File: src/rtl/imem_loader_if.sv
// Byte-stream input and instruction-memory write bus for the boot loader.
//   in_valid / in_data / in_ready : byte stream, one byte per accepted cycle
//   wr_en / wr_addr / wr_data     : one-cycle word write strobe into instruction memory
// slave  = the loader side (consumes bytes, drives writes)
// master = the environment side (supplies bytes, observes writes)
interface imem_loader_if;
  logic        in_valid;
  logic [7:0]  in_data;
  logic        in_ready;
  logic        wr_en;
  logic [31:0] wr_addr;
  logic [31:0] wr_data;

  modport slave  (input  in_valid, in_data, output in_ready, wr_en, wr_addr, wr_data);
  modport master (output in_valid, in_data, input  in_ready, wr_en, wr_addr, wr_data);
endinterface

File: src/rtl/imem_loader.sv
// Boot-time writer for the word-addressed instruction memory.
// Consumes a 4-byte little-endian word-count header followed by that many
// little-endian 32-bit words, issues one write pulse per word, and holds the
// core in reset until the load completes.
//   clk, rst_n : clock (rising edge), asynchronous active-low reset
//   start      : re-arm pulse, honoured only once a load finished or failed
//   bus        : byte stream in, instruction-memory writes out
//   cpu_hold   : high while the core must stay in reset
//   done       : one-cycle pulse when a load completes
//   err        : high while parked after a header count larger than DEPTH
module imem_loader #(
  parameter int unsigned DEPTH = 1024,
  parameter logic [31:0] BASE  = 32'h0
) (
  input  logic         clk,
  input  logic         rst_n,
  input  logic         start,
  imem_loader_if.slave bus,
  output logic         cpu_hold,
  output logic         done,
  output logic         err
);

  localparam int unsigned WCW = $clog2(DEPTH + 1);

  typedef enum logic [2:0] {
    S_HDR,
    S_DATA,
    S_FLUSH,
    S_DONE,
    S_ERR
  } state_t;

  state_t          state, state_d;
  logic [1:0]      byte_cnt;
  logic [WCW-1:0]  word_cnt;
  logic [31:0]     count;
  logic [23:0]     shift;

  logic            accept;
  logic            last_byte;
  logic [31:0]     hdr_full;
  logic [31:0]     word_idx;
  logic            wr_fire;
  logic            done_set;
  logic            rearm;

  // in_ready depends on state only, never on in_valid.
  assign bus.in_ready = (state == S_HDR) || (state == S_DATA);
  assign accept       = bus.in_valid && bus.in_ready;
  assign last_byte    = (byte_cnt == 2'd3);
  // Complete header as it will be once the byte on the bus is captured.
  assign hdr_full     = {bus.in_data, count[23:0]};
  assign word_idx     = 32'(word_cnt);
  assign cpu_hold     = (state != S_DONE);
  assign err          = (state == S_ERR);

  // NOTE: sequential state uses non-blocking assignments so every register
  // samples the pre-edge values of its neighbours.
  always_ff @(posedge clk or negedge rst_n) begin
    if (!rst_n) state <= S_HDR;
    else        state <= state_d;
  end

  // NOTE: every signal written here gets a default first, otherwise paths
  // that skip an assignment would infer latches.
  always_comb begin
    state_d  = state;
    wr_fire  = 1'b0;
    done_set = 1'b0;
    rearm    = 1'b0;
    case (state)
      S_HDR: begin
        if (accept && last_byte) begin
          if (hdr_full == 32'd0) begin
            state_d  = S_DONE;
            done_set = 1'b1;
          end else if (hdr_full > 32'(DEPTH)) begin
            state_d = S_ERR;
          end else begin
            state_d = S_DATA;
          end
        end
      end
      S_DATA: begin
        if (accept && last_byte) begin
          wr_fire = 1'b1;
          if (word_idx + 32'd1 == count) state_d = S_FLUSH;
        end
      end
      S_FLUSH: begin
        // Gives the final write one cycle to land before cpu_hold drops.
        state_d  = S_DONE;
        done_set = 1'b1;
      end
      S_DONE, S_ERR: begin
        if (start) begin
          state_d = S_HDR;
          rearm   = 1'b1;
        end
      end
      default: state_d = S_HDR;
    endcase
  end

  // NOTE: the datapath registers, including wr_data and the assembly shift
  // register, are reset as well because their reset values are observable.
  always_ff @(posedge clk or negedge rst_n) begin
    if (!rst_n) begin
      byte_cnt    <= 2'd0;
      word_cnt    <= '0;
      count       <= 32'd0;
      shift       <= 24'd0;
      bus.wr_en   <= 1'b0;
      bus.wr_addr <= BASE;
      bus.wr_data <= 32'd0;
      done        <= 1'b0;
    end else begin
      bus.wr_en <= wr_fire;
      done      <= done_set;

      if (accept) begin
        // Wraps 3 -> 0, so each header/word starts at byte 0.
        byte_cnt <= byte_cnt + 2'd1;
        if (state == S_HDR) begin
          count[{byte_cnt, 3'b000} +: 8] <= bus.in_data;
        end else if (!last_byte) begin
          shift[{byte_cnt, 3'b000} +: 8] <= bus.in_data;
        end
      end

      if (state == S_HDR && accept && last_byte) word_cnt <= '0;

      if (wr_fire) begin
        bus.wr_data <= {bus.in_data, shift};
        bus.wr_addr <= BASE + (word_idx << 2);
        word_cnt    <= word_cnt + WCW'(1);
      end

      if (rearm) begin
        byte_cnt    <= 2'd0;
        word_cnt    <= '0;
        count       <= 32'd0;
        bus.wr_addr <= BASE;
      end
    end
  end

endmodule

File: src/flat_wrapper.sv
// flat-port wrapper written by rule: the top's interface ports become plain ports
module imem_loader_flat 
#(
  parameter int unsigned DEPTH = 1024,
  parameter logic [31:0] BASE  = 32'h0
)
  (clk, rst_n, start, cpu_hold, done, err, bus_in_valid, bus_in_data, bus_in_ready, bus_wr_en, bus_wr_addr, bus_wr_data);
  imem_loader_if bus_i ();
  input  logic clk;
  input  logic rst_n;
  input  logic start;
  output logic cpu_hold;
  output logic done;
  output logic err;
  input wire logic [$bits(bus_i.in_valid)-1:0] bus_in_valid;
  input wire logic [$bits(bus_i.in_data)-1:0] bus_in_data;
  output wire logic [$bits(bus_i.in_ready)-1:0] bus_in_ready;
  output wire logic [$bits(bus_i.wr_en)-1:0] bus_wr_en;
  output wire logic [$bits(bus_i.wr_addr)-1:0] bus_wr_addr;
  output wire logic [$bits(bus_i.wr_data)-1:0] bus_wr_data;
  assign bus_i.in_valid = bus_in_valid;
  assign bus_i.in_data = bus_in_data;
  assign bus_in_ready = bus_i.in_ready;
  assign bus_wr_en = bus_i.wr_en;
  assign bus_wr_addr = bus_i.wr_addr;
  assign bus_wr_data = bus_i.wr_data;
  imem_loader #(.DEPTH(DEPTH), .BASE(BASE)) u_core (.clk(clk), .rst_n(rst_n), .start(start), .bus(bus_i), .cpu_hold(cpu_hold), .done(done), .err(err));
endmodule
File: config.mk
export PLATFORM = sky130hd
export DESIGN_NAME = imem_loader_flat
export DESIGN_NICKNAME = d
export VERILOG_FILES = /design/src/rtl/imem_loader_if.sv /design/src/rtl/imem_loader.sv /design/src/flat_wrapper.sv
export SDC_FILE = /design/constraint.sdc
export NUM_CORES = 1
export LEC_CHECK = 0
export BUFFER_PORTS_ARGS = -buffer_cell sky130_fd_sc_hd__buf_4
export CORE_MARGIN = 3
export CORE_UTILIZATION = 45
export CTS_BUF_LIST = sky130_fd_sc_hd__clkbuf_8 sky130_fd_sc_hd__clkbuf_16
export DETAILED_ROUTE_END_ITERATION = 12
export HOLD_SLACK_MARGIN = 0.05
export PLACE_DENSITY = 0.67
export SYNTH_ARGS = -nofsm -noshare
export SYNTH_HDL_FRONTEND = slang
export SYNTH_SLANG_ARGS = --single-unit
File: constraint.sdc
create_clock -name clk -period 6.1 [get_ports clk]
set_clock_uncertainty 0.1 [all_clocks]
set_input_delay 0.305 -clock clk [delete_from_list [all_inputs] [get_ports clk]]
set_output_delay 0.305 -clock clk [all_outputs]
set_load 0.01 [all_outputs]
==> Word level (Yosys, flattened, before mapping) <==
Cells that the tools add are included.
{ "totals": {"output_inout_bits": 69, "elab_cells": 72, "inputBits": 12, "register_bits": 138} }
{ "op_classes": {"add_sub_neg": 4, "bitwise_logic": 2, "muxes": 26, "eq_ne": 11, "n_reduce_logical": 15, "order_cmp": 1, "shifts": 4} }
{ "op_table": {"columns": ["operator", "count"], "rows": [
  ["2-to-1 mux 32 bit", 5],
  ["2-to-1 mux 11 bit", 3],
  ["bitwise mux 32 bit", 1],
  ["== test 32 bit", 1],
  ["> comparator 32 x 11 -> 1 bit, second input constant", 1],
  ["zero test 32 bit", 1],
  ["variable shift 8 x 7 -> 32 bit, first input constant", 1],
  ["indexed part select 8 x 7 -> 32 bit", 1],
  ["bitwise mux 24 bit", 1],
  ["variable shift 8 x 7 -> 24 bit, first input constant", 1],
  ["indexed part select 8 x 7 -> 24 bit", 1],
  ["2-to-1 mux 3 bit", 6],
  ["adder 11 x 1 -> 12 bit, second input constant", 1],
  ["one-hot mux 3 bit (4 select lines)", 1],
  ["adder 11 x 1 -> 11 bit, second input constant", 1],
  ["inequality test 2 bit, second input constant", 4],
  ["negator 5 -> 7 bit", 1],
  ["== test 3 x 2 -> 1 bit, second input constant", 2],
  ["2-to-1 mux 1 bit", 6],
  ["nonzero test 2 bit", 3],
  ["logical AND 1 bit", 4],
  ["2-to-1 mux 2 bit", 2],
  ["AND reduction 4 bit", 1],
  ["== test 3 x 1 -> 1 bit, second input constant", 1],
  ["other kinds (12)", 13]
]} }

==> Depth between registers and ports, before layout <==
Gate-level depths: netlist (run 1).
{ "logic_depth": {"ltp_word": 8, "ltp_mapped": 9, "ltp_nobuf": 7} }

==> Least setup slack after synthesis (run 1) <==
Ideal clock, no wire load.
{ "synth_timing": {"path_type": "register -> register", "start": "reg u_core.word_cnt[0]", "end": "reg u_core.state[0]", "setup_ns": 0.126, "n_path_buf": 2, "t_arrival_ns": 1.969, "period_less_slack_ns": 2.195, "stages_incl_launch_ff": 10, "required_ns": 5.874, "slack_ns": 3.905, "cell_sequence": "dfrtp_1 -> ha_1 -> clkbuf_1 -> and2_1 -> clkbuf_1 -> nand4_1 -> nand4b_1 -> nor4_2 -> a21oi_1 -> a221o_1"} }
{ "synth_via": {"elab_chain_len": 4} }
{ "synth_rtl": {"columns": ["item", "line_no", "rtl"], "rows": [
  ["start, declared", "imem_loader.sv:36", "logic [WCW-1:0] word_cnt;"],
  ["start signal, assigned", "imem_loader.sv:137", "word_cnt <= word_cnt + WCW'(1);"],
  ["adder 11 x 1 -> 12 bit", "imem_loader.sv:88", "if (word_idx + 32'd1 == count) state_d = S_FLUSH;"],
  ["== test 32 bit", "imem_loader.sv:88", null],
  ["inequality test 2 bit (no source line)", null, null],
  ["AND reduction 4 bit (no source line)", null, null],
  ["end signal, assigned", "imem_loader.sv:62", "else state <= state_d;"],
  ["end, declared", "imem_loader.sv:34", "state_t state, state_d;"]
]} }
Every way passes these cells.
A chain may end at the register's enable or synchronous reset.

==> Worst setup path in the final report (run 1) <==
{ "layout_timing": {"start": "in bus_in_valid", "end": "reg u_core.count[10]"} }
{ "layout_via": {"elab_chain_len": 3} }
{ "layout_rtl": {"columns": ["item", "line_no", "rtl"], "rows": [
  ["start, declared", "flat_wrapper.sv:15", "input wire logic [$bits(bus_i.in_valid)-1:0] bus_in_valid;"],
  ["logical AND 1 bit", "imem_loader.sv:50", "assign accept = bus.in_valid && bus.in_ready;"],
  ["nonzero test 2 bit (no source line)", null, null],
  ["AND reduction 2 bit (no source line)", null, null],
  ["end signal, assigned by index", "imem_loader.sv:126", "count[{byte_cnt, 3'b000} +: 8] <= bus.in_data;"],
  ["end, declared", "imem_loader.sv:37", "logic [31:0] count;"]
]} }
Every way passes these cells.

==> results.md, run 1 <==
- CTS buffer count: 17
- H-tree depth: 4
- Nets: 638
- Register area: 2930 um^2
- Syn Inst Count: 577
- Seq/Total Area, Yosys: 54.0%
- Synth top area cells: dfrtp_1 54%, nand2_1 11%, a22o_1 5.3%
- Register bit total from synthesis: 117
- CP arrival: 2850 ps
- Count leader, synth: nand2_1
- Number of port buffers: 59
- Antenna violations before repair: 0
- Cell taking the most area after synthesis: dfrtp_1
- GRT Total Usage: 20.1%
- Core area: 11600 um^2
- Routability congestion estimate: 0.820
- Global route overflow: 0
- RSZ-0062 raised after global routing: false
- Async S/R FF share, synth: 100%
- Synthesized area: 5420 um^2
- Slew @ Worst Pin: 900 ps
- DRT Pass-1 Iters: 5
- CP max stage delay: 590 ps
- Achievable clock frequency: 0.383 GHz
- Drt drc: 0
- Maxcap violations: 0
- Tmin final: 2610 ps
- Routed wire per std cell: 16.1 um
- Fin crit share: 42.9%
- Die Y: 116 um
- Setup TNS: 0 ps
- CTS tree: built
- Max-slew violations: 0
- Critical-path cell list: dlygate4sd3_1 -> buf_4 -> nor3b_2 -> nor2b_1 -> nand2_1 -> nor2_1 -> a21oi_1 -> nor2_1
- HP Class: in2reg
- Critical Path Start Type: input pin
- PD cells: 444 nW/um^2
- Avg Inst Size Synth: 9.39 um^2
- Hold WS: 93.9 ps
- Crit path top cell by count: nor2_1
- Buf/Inv on CP: 2
- Static Leak: 3.19 nW
- Register clock-pin slew on the reported worst setup and hold paths: 50 ps
- Peak supply drop: 0.210 mV
- Vias in the first global route: 4078
- Yosys cell types: 50
- Boundary Pins: 81
- Slowest CP cell: nor2b_1
- Post-DP HPWL: 8320 um
- Die area: 13400 um^2
- Slew HR: 40.0%
- Cell family contributing the most delay on the critical path: simple AND/OR/NAND/NOR gates
- Top-area cell type share of the netlist area: 54.0%
- Final Setup Violations: 0
- Largest net degree at the start of global routing: 73
- Clock root buffer: clkbuf_16
- Clk buf depth: 2
- Setup crit end kind: flip-flop
- CP Max Fanout: 16
- Initial Util: 46.7%
- Total Wirelength: 12500 um
- Final std cell area, no fill: 6430 um^2
- Drt first-iter violations: 311
- Warnings from Yosys: 0
- Layout cells sized above 1: 16.1%
- Worst-Skew Late Latency: 410 ps
- Cell Rows: 39
- CTS Sinks: 117
- Fill cell count: 1021
- Via density: 5.49
- Area growth, synth to finish: 18.7%
- Worst Path Required: 6330 ps
- Multi-input logic area: 2200 um^2
- EDFF count, synth: 0
- Die Width: 116 um
- DP Area: 5810 um^2
- Run status: completed
- Total vias in the final route: 4259
- Ant diodes: 0
- Post-CTS Resized: 0
- Top FF cell, synth: dfrtp_1
- Global-route wire length before repair: 20900 um
- Post-route ant nets: 0
- Final hold vios: 0
- Critical path class: in2reg
- Synth cell count leaders: 158 x nand2_1, 117 x dfrtp_1, 39 x o21ai_0, 33 x a22o_1, 30 x nor2_1
## cell usage in the layout, fill, tap and decap left out, types with 4 or more instances in the layout
| cell type | instances |
|---|---|
| nor2_1 | 30 |
| o21ai_0 | 39 |
| clkinv_2 | 5 |
| clkbuf_8 | 4 |
| xor2_1 | 4 |
| nand4_1 | 7 |
| a21oi_1 | 24 |
| nor4_1 | 9 |
| nand2_1 | 158 |
| nand3_1 | 11 |
| dfrtp_1 | 117 |
| clkbuf_16 | 17 |
| xnor2_1 | 8 |
| a31oi_1 | 10 |
| conb_1 | 21 |
| nor3b_1 | 5 |
| a22o_1 | 33 |
| buf_4 | 64 |
| ha_1 | 5 |
| inv_1 | 7 |
| o31ai_1 | 6 |
| and3_1 | 5 |
## repair_timing
item / CTS / global route
hold endpoints to repair: 47 / 0
buffers inserted: 0 / 0
hold buffers: 3 / 0
## final timing paths
check	from	to	slack [ps]	cells after the start
min in group asynchronous	rst_n	u_core.bus.wr_addr[6]	340	2
setup / recovery	bus_in_valid	u_core.count[10]	3490	8
hold reg to reg	u_core.shift[22]	u_core.bus.wr_data[22]	370	2
setup reg to reg	u_core.state[2]	u_core.count[10]	3510	6
hold / removal	bus_in_data[5]	u_core.bus.wr_data[29]	90	3
max in group asynchronous	rst_n	u_core.count[8]	4250	3
## cells by family after synthesis
logic type | count (synthesis) | synth area share, %
buffers and inverters | 68 | 6.67
XOR/XNOR | 13 | 2.24
adder cells (fa/ha/maj) | 5 | 1.15
AND/OR/NAND/NOR | 247 | 20.6
other | 1 | 0.0692
flip-flops | 117 | 54.0
AO/OA/AOI/OAI | 126 | 15.2
## sequential cells by signal, indices dropped and copies added (netlist names)
signal,count
u_core.bus.wr_addr,11
u_core.bus.wr_data,32
u_core.bus.wr_en,1
u_core.byte_cnt,2
u_core.count,32
u_core.done,1
u_core.shift,24
u_core.state,3
u_core.word_cnt,11
## tightest hold or removal path: stages
cell and delay, ps:
buf_4 160, nand2_1 60, nand2_1 40
## area by class of cell
class / count / share of cell area [%]
repair buffers: 67 / 7.94
clock inverters: 10 / 1.63
inverters: 6 / 0.350
well taps: 143 / 2.78
multi-input cells: 412 / 34.3
flip-flops and latches: 117 / 45.5
clock buffers: 21 / 7.47
## per-layer routing
metal / vias up / global-route usage, % / share of wire (%)
met3: 20 / 5.54 / 6.2
met4: 0 / 6.96 / 1.5
met1: 2048 / 29.5 / 47
met2: 153 / 29.0 / 45
li1: 2038 / - / -
met5: - / 0 / 0
## report_power, final
part	total [mW]	internal, mW	switching (mW)
combinational	0.773	0.328	0.445
sequential	1.11	0.961	0.149
clock	0.972	0.636	0.335
## metrics by stage
stage / instances / worst slack [ps] / power, mW / utilization [%]
finish: 776 / 3490 / 2.86 / 55.4
CTS: 776 / 3560 / 2.87 / 55.4
global route: 776 / 3310 / 3.03 / 55.4
detailed placement: 742 / 3640 / 1.89 / 50.1
global placement: 742 / 3760 / 1.87 / 50.1
floorplan: 597 / 3910 / 1.62 / -
Power figures use the tool's default switching activity.
==> inputs of run 2 (changes only) <==
PLACE_DENSITY = 0.7   (was 0.67)
clock period = 2.2 ns   (was 6.1 ns; I/O delays follow)
==> run 2 against run 1 <==
Against the previous run: sequential cell count unchanged; cell area rose by 5.5%; total power rose to 2.9 times the previous value; critical path type is now reg2reg; largest cell class unchanged.
==> results.md, run 2 (synthesis results as in run 1) <==
- Run status: completed (unchanged)
- CTS buffer count: 17 (unchanged)
- Drt first-iter violations: 360 (was 311)
- Final std cell area, no fill: 6780 um^2 (was 6430 um^2)
- Critical Path Source: u_core.word_cnt[1] (was bus_in_valid)
- Reg2Reg Setup Slack: 30 ps (was 3510 ps)
- Achievable clock frequency: 0.460 GHz
- Post-DP HPWL: 8680 um (was 8320 um)
- Most common cell after layout, fill and taps aside: nand2_1 (unchanged)
- Final hold vios: 0 (unchanged)
- Largest net degree at the start of global routing: 55 (was 73)
- Maxcap violations: 0 (unchanged)
- Static Leak: 3.37 nW (was 3.19 nW)
- Cell Rows: 39 (unchanged)
- Die Y: 116 um (unchanged)
- Vias in the first global route: 4203 (was 4078)
- CP Max Fanout: 5 (was 16)
- Fin crit share: 98.8%
- Peak supply drop: 0.585 mV (was 0.210 mV)
- Post-route ant nets: 0 (unchanged)
- Drt drc: 0 (unchanged)
- Core area: 11600 um^2 (unchanged)
- Global route overflow: 0 (unchanged)
- R2r startpoint: u_core.word_cnt[1] (was u_core.state[2])
- Global-route wire length before repair: 21500 um (was 20900 um)
- Boundary Pins: 81 (unchanged)
- H-tree depth: 4 (unchanged)
- Critical Path Start Type: flip-flop (was input pin)
- Routed wire per std cell: 16.1 um (about the same)
- Max-slew violations: 0 (unchanged)
- Final Instance Count excl. Fillers: 804 (was 776)
- DP Area: 5970 um^2 (was 5810 um^2)
- DRT Pass-1 Iters: 5 (unchanged)
- Initial Util: 46.7% (unchanged)
- Ant diodes: 0 (unchanged)
- Die Width: 116 um (unchanged)
- Via density: 5.38 (was 5.49)
- Total vias in the final route: 4326 (was 4259)
- Total Wirelength: 12900 um (was 12500 um)
- CP arrival: 2370 ps (was 2850 ps)
- Routability congestion estimate: 0.885 (was 0.820)
- Clk buf depth: 2 (unchanged)
- Tmin final: 2170 ps
- Worst Path Required: 2390 ps (was 6330 ps)
- Top Registers: u_core.bus.wr_data: 32 flops, u_core.count: 32 flops, u_core.shift: 24 flops (unchanged)
- Setup crit end kind: flip-flop (unchanged)
- Number of port buffers: 59 (unchanged)
- Antenna violations before repair: 0 (unchanged)
- Register clock-pin slew on the reported worst setup and hold paths: 60 ps (was 50 ps)
- Layout cells sized above 1: 20.4% (was 16.1%)
- R2R Path End: u_core.state[0] (was u_core.count[10])
- Nets: 665 (was 638)
- GRT Total Usage: 20.9% (was 20.1%)
- PD cells: 1220 nW/um^2 (was 444 nW/um^2)
- Critical path class: reg2reg (was in2reg)
- Critical Path Sink: u_core.state[0] (was u_core.count[10])
- Final Setup Violations: 0 (unchanged)
- Power, Total: 8.29 mW (was 2.86 mW)
- Worst-Skew Late Latency: 410 ps (about the same)
- Slew @ Worst Pin: 639 ps (was 900 ps)
- Slew HR: 57.4% (was 40.0%)
- RSZ-0062 raised after global routing: true (was false)
- Clock root buffer: clkbuf_16 (unchanged)
- HP Class: in2async (was in2reg)
- Final WS setup: 25.8 ps (was 3490 ps)
- Most frequent cells in the layout: 155 x nand2_1, 116 x dfrtp_1, 81 x buf_4 (was 158 x nand2_1, 117 x dfrtp_1, 64 x buf_4)
- CTS tree: built (unchanged)
- Die area: 13400 um^2 (unchanged)
- Setup TNS: 0 ps (unchanged)
- Worst r2r path cells: 7 (was 6)
- CTS Sinks: 117 (unchanged)
- Post-place setup slack: -27.8 ps (was 3640 ps)
- Postcts setup bufs: 0 (unchanged)
- Area growth, synth to finish: 25.2% (was 18.7%)
- Placed insts: 761 (was 742)
run 2: cell types whose count changed in the layout (fill, tap and decap cells not counted), moves of 3 or more:
cell,previous run,this run
nand2_2,0,3
clkinv_2,5,2
dlygate4sd3_1,3,11
nor4_1,9,6
buf_4,64,81
nand2_1,158,155
run 2: report_power, final:
| part | leakage, nW | internal [mW] | total, mW | switching (mW) |
|---|---|---|---|---|
| clock network | 0.318 | 1.95 | 2.88 | 0.930 |
| logic | 1.44 | 1.04 | 2.37 | 1.34 |
| registers | 1.61 | 2.67 | 3.04 | 0.375 |
run 2: what timing repair did:
| item | in CTS | in global routing |
|---|---|---|
| resized for setup | 5 | 12 |
| setup endpoints to repair | 1 | 32 |
| hold buffers | 11 | 0 |
| endpoints found under the hold margin | 107 | 0 |
| gates cloned | 0 | 0 |
run 2: worst max-delay path, cell delays in order (launching register included):
cell,delay (ps)
dfrtp_1,390
buf_4,160
and3_1,190
xnor2_1,140
or4_4,530
nor4_4,180
a21oi_2,100
a221o_1,280
run 2: metrics by stage:
| step | util [%] | hold slack (ps) |
|---|---|---|
| after floorplan | - | -286 |
| after global placement | 51.4 | 67.4 |
| after detailed placement | 51.4 | 81.5 |
| after CTS | 58.0 | 192 |
| after global routing | 58.4 | 238 |
| final | 58.4 | 167 |
run 2: worst min path at each step:
| stage | from | to | cells after the start |
|---|---|---|---|
| final | rst_n | u_core.word_cnt[3] | 2 |
| after global routing | rst_n | u_core.word_cnt[5] | 2 |
| after CTS | rst_n | u_core.word_cnt[5] | 2 |
| after detailed placement | rst_n | u_core.bus.wr_addr[6] | 1 |
| after global placement | rst_n | u_core.bus.wr_addr[6] | 1 |
| after floorplan | rst_n | u_core.bus.wr_addr[10] | 0 |
run 2: final cells by class:
cell class                 instances  area, um^2
tap                              143         179
fill                             995        4830
clock inverter                     9         124
clock buffer                      23         508
sequential                       117        2930
multi-input combinational        412        2270
timing repair buffer              94         749
inverter                           6        22.5
run 2: layer usage:
metal	track usage (%)	part of all wire, %	vias to the layer above
met1	30.4	47	2067
met2	30.4	45	142
met4	8.12	1.6	0
li1	-	-	2098
met3	4.75	6.7	19
met5	1.85	0	-
==> inputs of run 3 (changes only) <==
CORE_ASPECT_RATIO = 0.6   (was unset)
==> run 3 against run 2 <==
Against the previous run: the run now ends with setup timing left; sequential power up 1%; clock power down 11%; global-route usage up 0.50 points; wire length up 8.3%; critical path depth unchanged; via count up 2.5%; cell area up 0.31%; largest cell class unchanged; worst setup slack worse by 68 ps; non-clock buffer count up 10; fmax down 3.0%.
==> results.md, run 3 (synthesis results as in run 1) <==
- Run status: finished with violations (was completed)
- Violated checks: setup timing
- Final WS setup: -42.1 ps (was 25.8 ps)
- Most frequent cells in the layout: 157 x nand2_1, 117 x dfrtp_1, 90 x buf_4 (was 155 x nand2_1, 116 x dfrtp_1, 81 x buf_4)
- Setup crit end kind: flip-flop (unchanged)
- Ant diodes: 0 (unchanged)
- Number of port buffers: 59 (unchanged)
- Die Y: 91 um (was 116 um)
- Clock root buffer: clkbuf_16 (unchanged)
- Critical-path cell list: buf_4 -> nand3_1 -> o31ai_2 -> nand4b_1 -> nor4_4 -> a21oi_2 -> a221o_1 (was buf_4 -> and3_1 -> xnor2_1 -> or4_4 -> nor4_4 -> a21oi_2 -> a221o_1)
- Routed wl met3: 883 um (was 863 um)
- Register clock-pin slew on the reported worst setup and hold paths: 50 ps (was 60 ps)
- Static Leak: 3.35 nW (was 3.37 nW)
- Layout cells sized above 1: 21.2% (was 20.4%)
- Power, Total: 8.06 mW (was 8.29 mW)
- Global-route wire length before repair: 22500 um (was 21500 um)
- Met2 wire length: 5940 um (was 5820 um)
- Boundary Pins: 81 (unchanged)
- GRT Total Usage: 21.4% (was 20.9%)
- Achievable clock frequency: 0.446 GHz (was 0.460 GHz)
- H-tree depth: 4 (unchanged)
- Nets: 675 (was 665)
- Drt first-iter violations: 339 (was 360)
- RSZ-0062 raised after global routing: true (unchanged)
- CP Max Fanout: 7 (was 5)
- Top Registers: u_core.bus.wr_data: 32 flops, u_core.count: 32 flops, u_core.shift: 24 flops (unchanged)
- Core area: 11500 um^2 (was 11600 um^2)
- CTS buffer count: 17 (unchanged)
- Tmin final: 2240 ps (was 2170 ps)
- Slew HR: 59.0% (was 57.4%)
- Final Instance Count excl. Fillers: 830 (was 804)
- Die area: 13400 um^2 (about the same)
- Routed wire per std cell: 16.8 um (was 16.1 um)
- DRT Pass-1 Iters: 5 (unchanged)
- Final std cell area, no fill: 6810 um^2 (was 6780 um^2)
- DP Area: 6080 um^2 (was 5970 um^2)
- Clk buf depth: 2 (unchanged)
- Critical path class: reg2reg (unchanged)
- CTS Sinks: 117 (unchanged)
- PD cells: 1180 nW/um^2 (was 1220 nW/um^2)
- Slew @ Worst Pin: 615 ps (was 639 ps)
- CP arrival: 2430 ps (was 2370 ps)
- Worst r2r path cells: 7 (unchanged)
- Maxcap violations: 0 (unchanged)
- Global route overflow: 0 (unchanged)
- Critical Path Start Type: flip-flop (unchanged)
- Total vias in the final route: 4433 (was 4326)
- Antenna violations before repair: 0 (unchanged)
- Most common cell after layout, fill and taps aside: nand2_1 (unchanged)
- CTS tree: built (unchanged)
- CP max stage delay: 390 ps (was 530 ps)
- Total Wirelength: 14000 um (was 12900 um)
- Die Width: 148 um (was 116 um)
- Vias in the first global route: 4178 (was 4203)
- Setup TNS: -42.1 ps (was 0 ps)
- Post-DP HPWL: 9720 um (was 8680 um)
- Final Setup Violations: 1 (was 0)
- Largest net degree at the start of global routing: 49 (was 55)
- Drt drc: 0 (unchanged)
- Routability congestion estimate: 0.885 (about the same)
- Final hold vios: 0 (unchanged)
- Worst-Skew Late Latency: 410 ps (about the same)
- Slowest CP cell: dfrtp_1 (was or4_4)
- WL met1: 7050 um (was 6010 um)
- Fin crit share: 102% (was 98.8%)
- Worst Path Required: 2390 ps (about the same)
- Post-route ant nets: 0 (unchanged)
- Cell Rows: 30 (was 39)
- Peak supply drop: 0.683 mV (was 0.585 mV)
- Max-slew violations: 0 (unchanged)
- HP Class: in2async (unchanged)
- Uppermost layer routed: met4 (unchanged)
- Initial Util: 47.0% (was 46.7%)
- Via density: 5.34 (was 5.38)
- Area growth, synth to finish: 25.6% (was 25.2%)
- Placed insts: 787 (was 761)
run 3: cell types whose count changed in the layout (fill, tap and decap cells not counted), moves of 2 or more:
cell,delta
nand2_1,+2
clkbuf_8,-5
clkinvlp_4,+4
nand2_2,-2
bufinv_16,-2
inv_1,-2
nor3b_2,-2
clkinv_2,+3
buf_4,+9
run 3: cell type report:
| cell class | instances | area [um^2] |
|---|---|---|
| clock buffer | 18 | 439 |
| clock inverter | 13 | 110 |
| fill | 1010 | 4720 |
| inverter | 6 | 22.5 |
| multi-input combinational | 412 | 2270 |
| sequential | 117 | 2930 |
| tap | 160 | 200 |
| timing repair buffer | 104 | 837 |
run 3: worst max-delay path: cells and delay by family, from the launching register on:
| kind | cells | cell delay (ps) |
|---|---|---|
| buffers and inverters | 1 | 170 |
| DFF | 1 | 390 |
| AOI/OAI and AO/OA | 3 | 660 |
| and+or+nand+nor | 3 | 800 |
run 3: timing repair:
action / CTS / global route
hold buffers: 11 / 0
gates resized for setup: 6 / 7
setup buffers: 0 / 1
endpoints found under the hold margin: 175 / 0
endpoints found under the setup margin: 1 / 19
pin swaps: 3 / 1
run 3: power by group:
group	switching (mW)	leakage [nW]	internal, mW
combinational	1.39	1.49	1.04
sequential	0.419	1.61	2.66
clock	0.983	0.260	1.56
total	2.79	3.35	5.27
run 3: worst paths after layout:
check / startpoint / end / slack [ps]
min: rst_n / u_core.bus.wr_data[15] / 120
max reg2reg: u_core.word_cnt[0] / u_core.state[0] / -40
min reg2reg: u_core.shift[18] / u_core.bus.wr_data[18] / 370
max in group asynchronous: rst_n / u_core.state[0] / 1270
min in group clk: u_core.shift[18] / u_core.bus.wr_data[18] / 370
max: u_core.word_cnt[0] / u_core.state[0] / -40
run 3: metrics by stage:
stage | hold slack [ps] | worst slack (ps) | util [%]
after floorplan | -286 | 5.00 | -
after global placement | 4.59 | -103 | 52.7
after detailed placement | 14.0 | -88.8 | 52.7
after CTS | 135 | -12.5 | 58.7
after global routing | 160 | -109 | 59.1
final | 123 | -42.1 | 59.1
run 3: metal layers:
layer,vias up,track usage [%]
met5,-,0
met4,0,5.81
met3,14,5.09
met2,134,30.2
met1,2173,32.9
li1,2112,-
